==> src/rtl/mips_pkg.sv <==
// Shared constants for the MIPS execute-side units:
// opcodes, funct codes, ALU operation codes and funct decode.
package mips_pkg;

  localparam logic [5:0] OP_RTYPE = 6'b000000;
  localparam logic [5:0] OP_ADDI  = 6'b001000;
  localparam logic [5:0] OP_SLTI  = 6'b001010;
  localparam logic [5:0] OP_LW    = 6'b100011;
  localparam logic [5:0] OP_SW    = 6'b101011;

  localparam logic [5:0] FN_ADD  = 6'b100000;
  localparam logic [5:0] FN_SUB  = 6'b100010;
  localparam logic [5:0] FN_AND  = 6'b100100;
  localparam logic [5:0] FN_OR   = 6'b100101;
  localparam logic [5:0] FN_XOR  = 6'b100110;
  localparam logic [5:0] FN_NOR  = 6'b100111;
  localparam logic [5:0] FN_SLT  = 6'b101010;
  localparam logic [5:0] FN_SLTU = 6'b101011;

  localparam logic [2:0] ALU_ADD  = 3'b000;
  localparam logic [2:0] ALU_SUB  = 3'b001;
  localparam logic [2:0] ALU_AND  = 3'b010;
  localparam logic [2:0] ALU_OR   = 3'b011;
  localparam logic [2:0] ALU_XOR  = 3'b100;
  localparam logic [2:0] ALU_NOR  = 3'b101;
  localparam logic [2:0] ALU_SLT  = 3'b110;
  localparam logic [2:0] ALU_SLTU = 3'b111;

  typedef struct packed {
    logic       ok;
    logic [2:0] op;
  } fdec_t;

  function automatic fdec_t funct_dec(
    input logic [5:0] f
  );
    fdec_t d;
    d = '{ok: 1'b1, op: ALU_ADD};
    case (f)
      FN_ADD:  d.op = ALU_ADD;
      FN_SUB:  d.op = ALU_SUB;
      FN_AND:  d.op = ALU_AND;
      FN_OR:   d.op = ALU_OR;
      FN_XOR:  d.op = ALU_XOR;
      FN_NOR:  d.op = ALU_NOR;
      FN_SLT:  d.op = ALU_SLT;
      FN_SLTU: d.op = ALU_SLTU;
      default: d.ok = 1'b0;
    endcase
    return d;
  endfunction

endpackage

==> src/rtl/dmem_array.sv <==
// Word-addressed data memory: combinational read,
// clocked write, asynchronous clear of every word.
module dmem_array #(
  parameter int DMEM_WORDS = 64,
  localparam int AW = $clog2(DMEM_WORDS)
) (
  input  logic          clk,
  input  logic          Reset,
  input  logic [AW-1:0] index,
  input  logic [31:0]   wdata,
  input  logic          we,
  output logic [31:0]   rdata
);

  logic [31:0] mem [DMEM_WORDS];

  always_ff @(posedge clk or negedge Reset) begin
    if (!Reset) begin
      for (int i = 0; i < DMEM_WORDS; i++) begin
        mem[i] <= '0;
      end
    end else if (we) begin
      mem[index] <= wdata;
    end
  end

  assign rdata = mem[index];

endmodule

==> src/rtl/mips_exec_units.sv <==
// ID-stage decoder, EX-stage ALU and MEM-stage data memory.
// Decode and ALU are pure combinational paths.
module mips_exec_units #(
  parameter int DMEM_WORDS = 64
) (
  input  logic        clk,
  input  logic        Reset,
  input  logic [5:0]  opcode,
  input  logic [5:0]  funct,
  output logic        RegWre,
  output logic        DBDataSrc,
  output logic        mWR,
  output logic        ALUSrcB,
  output logic        RegDst,
  output logic [2:0]  ALUOp,
  input  logic [2:0]  alu_op,
  input  logic [31:0] alu_a,
  input  logic [31:0] alu_b,
  output logic [31:0] alu_result,
  output logic        alu_zero,
  input  logic [31:0] DAddr,
  input  logic [31:0] DataIn,
  input  logic        WR,
  output logic [31:0] DataOut
);
  import mips_pkg::*;

  localparam int AW = $clog2(DMEM_WORDS);

  fdec_t fd;

  assign fd = funct_dec(funct);

  always_comb begin
    RegWre    = 1'b0;
    DBDataSrc = 1'b0;
    mWR       = 1'b0;
    ALUSrcB   = 1'b0;
    RegDst    = 1'b0;
    ALUOp     = ALU_ADD;
    case (opcode)
      OP_RTYPE: begin
        if (fd.ok) begin
          RegWre = 1'b1;
          RegDst = 1'b1;
          ALUOp  = fd.op;
        end
      end
      OP_ADDI: begin
        RegWre  = 1'b1;
        ALUSrcB = 1'b1;
      end
      OP_SLTI: begin
        RegWre  = 1'b1;
        ALUSrcB = 1'b1;
        ALUOp   = ALU_SLT;
      end
      OP_LW: begin
        RegWre    = 1'b1;
        DBDataSrc = 1'b1;
        ALUSrcB   = 1'b1;
      end
      OP_SW: begin
        mWR     = 1'b1;
        ALUSrcB = 1'b1;
      end
      default: ;
    endcase
  end

  always_comb begin
    alu_result = '0;
    case (alu_op)
      ALU_ADD:  alu_result = alu_a + alu_b;
      ALU_SUB:  alu_result = alu_a - alu_b;
      ALU_AND:  alu_result = alu_a & alu_b;
      ALU_OR:   alu_result = alu_a | alu_b;
      ALU_XOR:  alu_result = alu_a ^ alu_b;
      ALU_NOR:  alu_result = ~(alu_a | alu_b);
      ALU_SLT:  alu_result = {31'd0,
        $signed(alu_a) < $signed(alu_b)};
      ALU_SLTU: alu_result = {31'd0, alu_a < alu_b};
      default:  alu_result = '0;
    endcase
  end

  assign alu_zero = (alu_result == '0);

  // Byte-offset and high address bits are dropped: addresses wrap.
  logic unused_addr;
  assign unused_addr = ^{DAddr[31:AW+2], DAddr[1:0]};

  dmem_array #(
    .DMEM_WORDS(DMEM_WORDS)
  ) u_dmem (
    .clk   (clk),
    .Reset (Reset),
    .index (DAddr[AW+1:2]),
    .wdata (DataIn),
    .we    (WR),
    .rdata (DataOut)
  );

endmodule

==> config.mk <==
export PLATFORM = sky130hd
export DESIGN_NAME = mips_exec_units
export DESIGN_NICKNAME = d
export VERILOG_FILES = /design/src/rtl/mips_pkg.sv /design/src/rtl/dmem_array.sv /design/src/rtl/mips_exec_units.sv
export SDC_FILE = /design/constraint.sdc
export NUM_CORES = 2
export LEC_CHECK = 0
export ABC_AREA = 1
export CORE_UTILIZATION = 30
export CTS_CLUSTER_DIAMETER = 50
export DETAILED_ROUTE_END_ITERATION = 8
export PLACE_DENSITY = 0.52
export SLEW_MARGIN = 20
export SYNTH_ARGS = -nofsm -noshare
export SYNTH_HDL_FRONTEND = slang
export SYNTH_SLANG_ARGS = --single-unit
==> constraint.sdc <==
create_clock -name clk -period 2.25 [get_ports clk]
set_input_delay 0.3375 -clock clk [delete_from_list [all_inputs] [get_ports clk]]
set_output_delay 0.3375 -clock clk [all_outputs]
set_load 0.05 [all_outputs]
==> impl_metrics.csv <==
group,metric,value,unit
timing,timing.max_slew.rel_slack,0.408,
global_route,largest_net_degree_at_the_start_of_global_routing,149,
placement,numPortBuffers,192,
floorplanning,floorplan.die_area,312000,um2
floorplanning,core_region_area,307000,um2
flow_run,maxCapViolations,0,
power_and_ir_drop,total_switching_power,29.8,mW
timing,fin_crit,3.30,ns
layout,postLayoutCoreUtil,0.414,
placement,finalWeightedCongestion,0.905,
global_route,gr-usage-met2,0.410,
layout,largest_registers,"u_dmem.mem: 2048 flops",
cts,root_buffer,"sky130_fd_sc_hd__clkbuf_16",
global_route,grtUsageMet1,0.353,
cts,cts.sinks,2048,
power_and_ir_drop,leakage,58.6,nW
detailed_routing,antenna_left,0,
detailed_routing,dr.pass1.iters,6,
timing,max_freq,303,MHz
yosys,synth.area.top_cells,"sky130_fd_sc_hd__dfrtp_1 (55%), sky130_fd_sc_hd__nand2_1 (13%), sky130_fd_sc_hd__o21ai_0 (11%), sky130_fd_sc_hd__inv_1 (3.2%), sky130_fd_sc_hd__clkbuf_1 (2.6%)",
yosys,syn_avg_cell_area,8.53,um2
cts,numCtsBuffers,274,
yosys,yosys.cell_types.count,50,
layout,syn_to_layout_area_delta,36.9,%
cts,tritoncts_clock_tree,"yes",
global_route,grt_pass1_vias,84198,
worst_setup_path,cp.required,1.91,ns
worst_setup_path,timing.critical_path.arrival,2.96,ns
timing,min_period_over_period,1.46,
global_route,grt.busiest_layer,"met2",
power_and_ir_drop,power_switching_share,0.284,
layout,final_nets,12121,
power_and_ir_drop,report.power.total,105,mW
yosys,netlist_instances,10883,
cts,clock_latency,0.94,ns
power_and_ir_drop,comb_power_share,0.164,
global_route,gr-usage-met3,0.0388,
yosys,synth_nets,11127,
yosys,synth-edff-count,0,
yosys,synth-warning-count,0,
hold_path,hold_class,"input pin to flop",
yosys,ys_seq_area_frac,0.552,
detailed_routing,wl_per_cell,25.5,um
global_route,grt_usage,0.259,
worst_setup_path,cp-start-kind,"flop",
floorplanning,floorplan.io_pins,219,
detailed_routing,finalWirelength,412000,um
power_and_ir_drop,vdd_ir_drop_max,0.789,mV
floorplanning,die_w,558,um
yosys,yosysMostFrequentCell,"sky130_fd_sc_hd__nand2_1",
placement,pre_cts_ws,-1.66,ns
power_and_ir_drop,cellPowerDensity,828,nW/um2
cts,clkTransAtPathRegs,0.06,ns
global_route,antenna_found_initial,8,
worst_setup_path,critical_setup_path_class,"flop to output pin",
detailed_routing,detail_route.drc_violations,0,
timing,fin_worst_hold_slack,0.230,ns
yosys,synth_flop_cell,"sky130_fd_sc_hd__dfrtp_1",
yosys,netlist_area,92800,um2
detailed_routing,initial_detailed_routing_violation_count,10136,
worst_setup_path,crit_path_end_kind,"output pin",
layout,largest-register,"u_dmem.mem",
power_and_ir_drop,clockPowerShare,0.407,
timing,finalSetupViolCount,63,
power_and_ir_drop,internal_power,75.3,mW
timing,hold_viol_final,0,
timing,fin_ws,-1.05,ns
yosys,synth_top_area_share,0.552,
yosys,most_used_standard_cells_in_the_synthesized_netlist,"sky130_fd_sc_hd__nand2_1 (3,208), sky130_fd_sc_hd__dfrtp_1 (2,048), sky130_fd_sc_hd__o21ai_0 (2,030)",
yosys,synth-seq-cells,2048,
floorplanning,placementRows,203,
timing,rsz0062_at_grt,"true",
detailed_routing,vias_after_detailed_routing,86424,
timing,clk_skew,0,ns
cts,deepest_clock_path_buffer_count,4,
floorplanning,start_util,0.302,
global_route,globalRoute.totalOverflow,0,
yosys,asyncSetResetFlopFracSynth,1.00,
power_and_ir_drop,seqPwrFrac,0.429,
timing,slew_viol_final,0,
layout,largest_register_ffs,2048,
status,failed_checks,"negative setup slack",
floorplanning,die_height,558,um
timing,tightestPinTransition,0.889,ns
cts,htreeDepth,5,
layout,drive_gt1_frac,0.251,
global_route,grt_first_pass_wirelength,593000,um
status,outcome,"finished with violations",
placement,dp_hpwl,267000,um
yosys,post-synth-top-area-cell,"sky130_fd_sc_hd__dfrtp_1",
detailed_routing,routed_via_density,5.35,
worst_setup_path,highest_net_fanout_along_the_worst_path,2,
metal layers:
| metal | up-vias | part of all wire |
|---|---|---|
| met4 | 4 | 0.046 |
| met5 | - | 0.000080 |
| met2 | 3773 | 0.46 |
| met3 | 764 | 0.072 |
| li1 | 38442 | - |
| met1 | 43441 | 0.43 |
power by group through the flow:
stage	combinational (mW)	sequential [mW]	clock, mW
after detailed placement	14.8	45.3	0
after global routing	19.0	45.5	44.7
final	17.3	45.0	42.8
after global placement	14.5	45.1	0
after CTS	16.6	44.8	43.3
after floorplan	8.12	44.6	0
per-stage QoR:
step | TNS, ns | std cells | area (um2)
3_5_place_dp | -1070.70 | 15440 | 110000
2_1_floorplan | -1.03 | 10883 | 93200
5_1_grt | -40.96 | 16160 | 127000
6_report | -35.59 | 16163 | 127000
3_3_place_gp | -1034.56 | 15440 | 110000
4_1_cts | -38.80 | 16102 | 125000
worst max-delay path: stages (launching register included):
cell	delay (ns)
sky130_fd_sc_hd__dfrtp_1	0.39
sky130_fd_sc_hd__a221oi_2	0.34
sky130_fd_sc_hd__o2111ai_2	0.16
sky130_fd_sc_hd__nand2_2	0.14
sky130_fd_sc_hd__nand2_1	0.06
sky130_fd_sc_hd__nor2_1	0.08
sky130_fd_sc_hd__buf_4	0.15
sky130_fd_sc_hd__nand4_1	0.27
sky130_fd_sc_hd__buf_4	0.26
sky130_fd_sc_hd__buf_12	0.14
cell families after synthesis:
kind of cell,synth area share
simple gates,0.171
compound gates,0.192
flops,0.552
buf+inv,0.0704
fa+ha+maj,0.0134
xor+xnor,0.000849
cell type report:
cell class | count | area [um2]
clock inverters | 96 | 1130
well taps | 4100 | 5130
flip-flops and latches | 2048 | 51200
fillers | 30060 | 180000
multi-input cells | 7154 | 40300
repair buffers | 1590 | 18300
inverters | 807 | 3240
clock buffers | 362 | 7630
diodes | 4 | 10.0
repair inverters | 2 | 25.0
cells in the final DEF, fill, tap and decap left out, types with 42 or more instances in the layout:
cell type,n
sky130_fd_sc_hd__o2bb2ai_1,42
sky130_fd_sc_hd__inv_1,612
sky130_fd_sc_hd__dfrtp_1,2048
sky130_fd_sc_hd__a21oi_2,42
sky130_fd_sc_hd__nand2_1,2916
sky130_fd_sc_hd__nor2_1,187
sky130_fd_sc_hd__nor2_4,78
sky130_fd_sc_hd__a22oi_1,272
sky130_fd_sc_hd__inv_2,151
sky130_fd_sc_hd__clkdlybuf4s50_1,47
sky130_fd_sc_hd__buf_4,882
sky130_fd_sc_hd__nand3_1,76
sky130_fd_sc_hd__nand4_1,236
sky130_fd_sc_hd__a221oi_2,134
sky130_fd_sc_hd__nand3_2,63
sky130_fd_sc_hd__nand2_2,180
sky130_fd_sc_hd__o21ai_0,1970
sky130_fd_sc_hd__nand2_4,107
sky130_fd_sc_hd__clkbuf_1,48
sky130_fd_sc_hd__a221oi_1,110
sky130_fd_sc_hd__o22ai_1,126
sky130_fd_sc_hd__clkbuf_16,279
sky130_fd_sc_hd__buf_12,377
sky130_fd_sc_hd__buf_6,176
sky130_fd_sc_hd__a21oi_1,151
what timing repair did:
action,in CTS,in global routing
hold endpoints to repair,1706,0
pin swaps,426,336
resized for setup,1360,489
setup buffers,210,90
endpoints found under the setup margin,67,69
gates cloned,16,1
hold buffers,2,0
worst paths after layout:
check / end / slack, ns / depth (start not counted) / startpoint
setup / recovery: DataOut[2] / -1.05 / 9 / u_dmem.mem[1506]$_DFFE_PN0P_
hold / removal: u_dmem.mem[224]$_DFFE_PN0P_ / 0.23 / 4 / DataIn[0]
setup reg to reg: u_dmem.mem[662]$_DFFE_PN0P_ / 1.35 / 4 / u_dmem.mem[662]$_DFFE_PN0P_
hold reg to reg: u_dmem.mem[1301]$_DFFE_PN0P_ / 0.48 / 2 / u_dmem.mem[1301]$_DFFE_PN0P_
max in group asynchronous: u_dmem.mem[485]$_DFFE_PN0P_ / 1.02 / 4 / Reset
min in group asynchronous: u_dmem.mem[800]$_DFFE_PN0P_ / 0.27 / 3 / Reset
(Power assumes the default switching activity.)
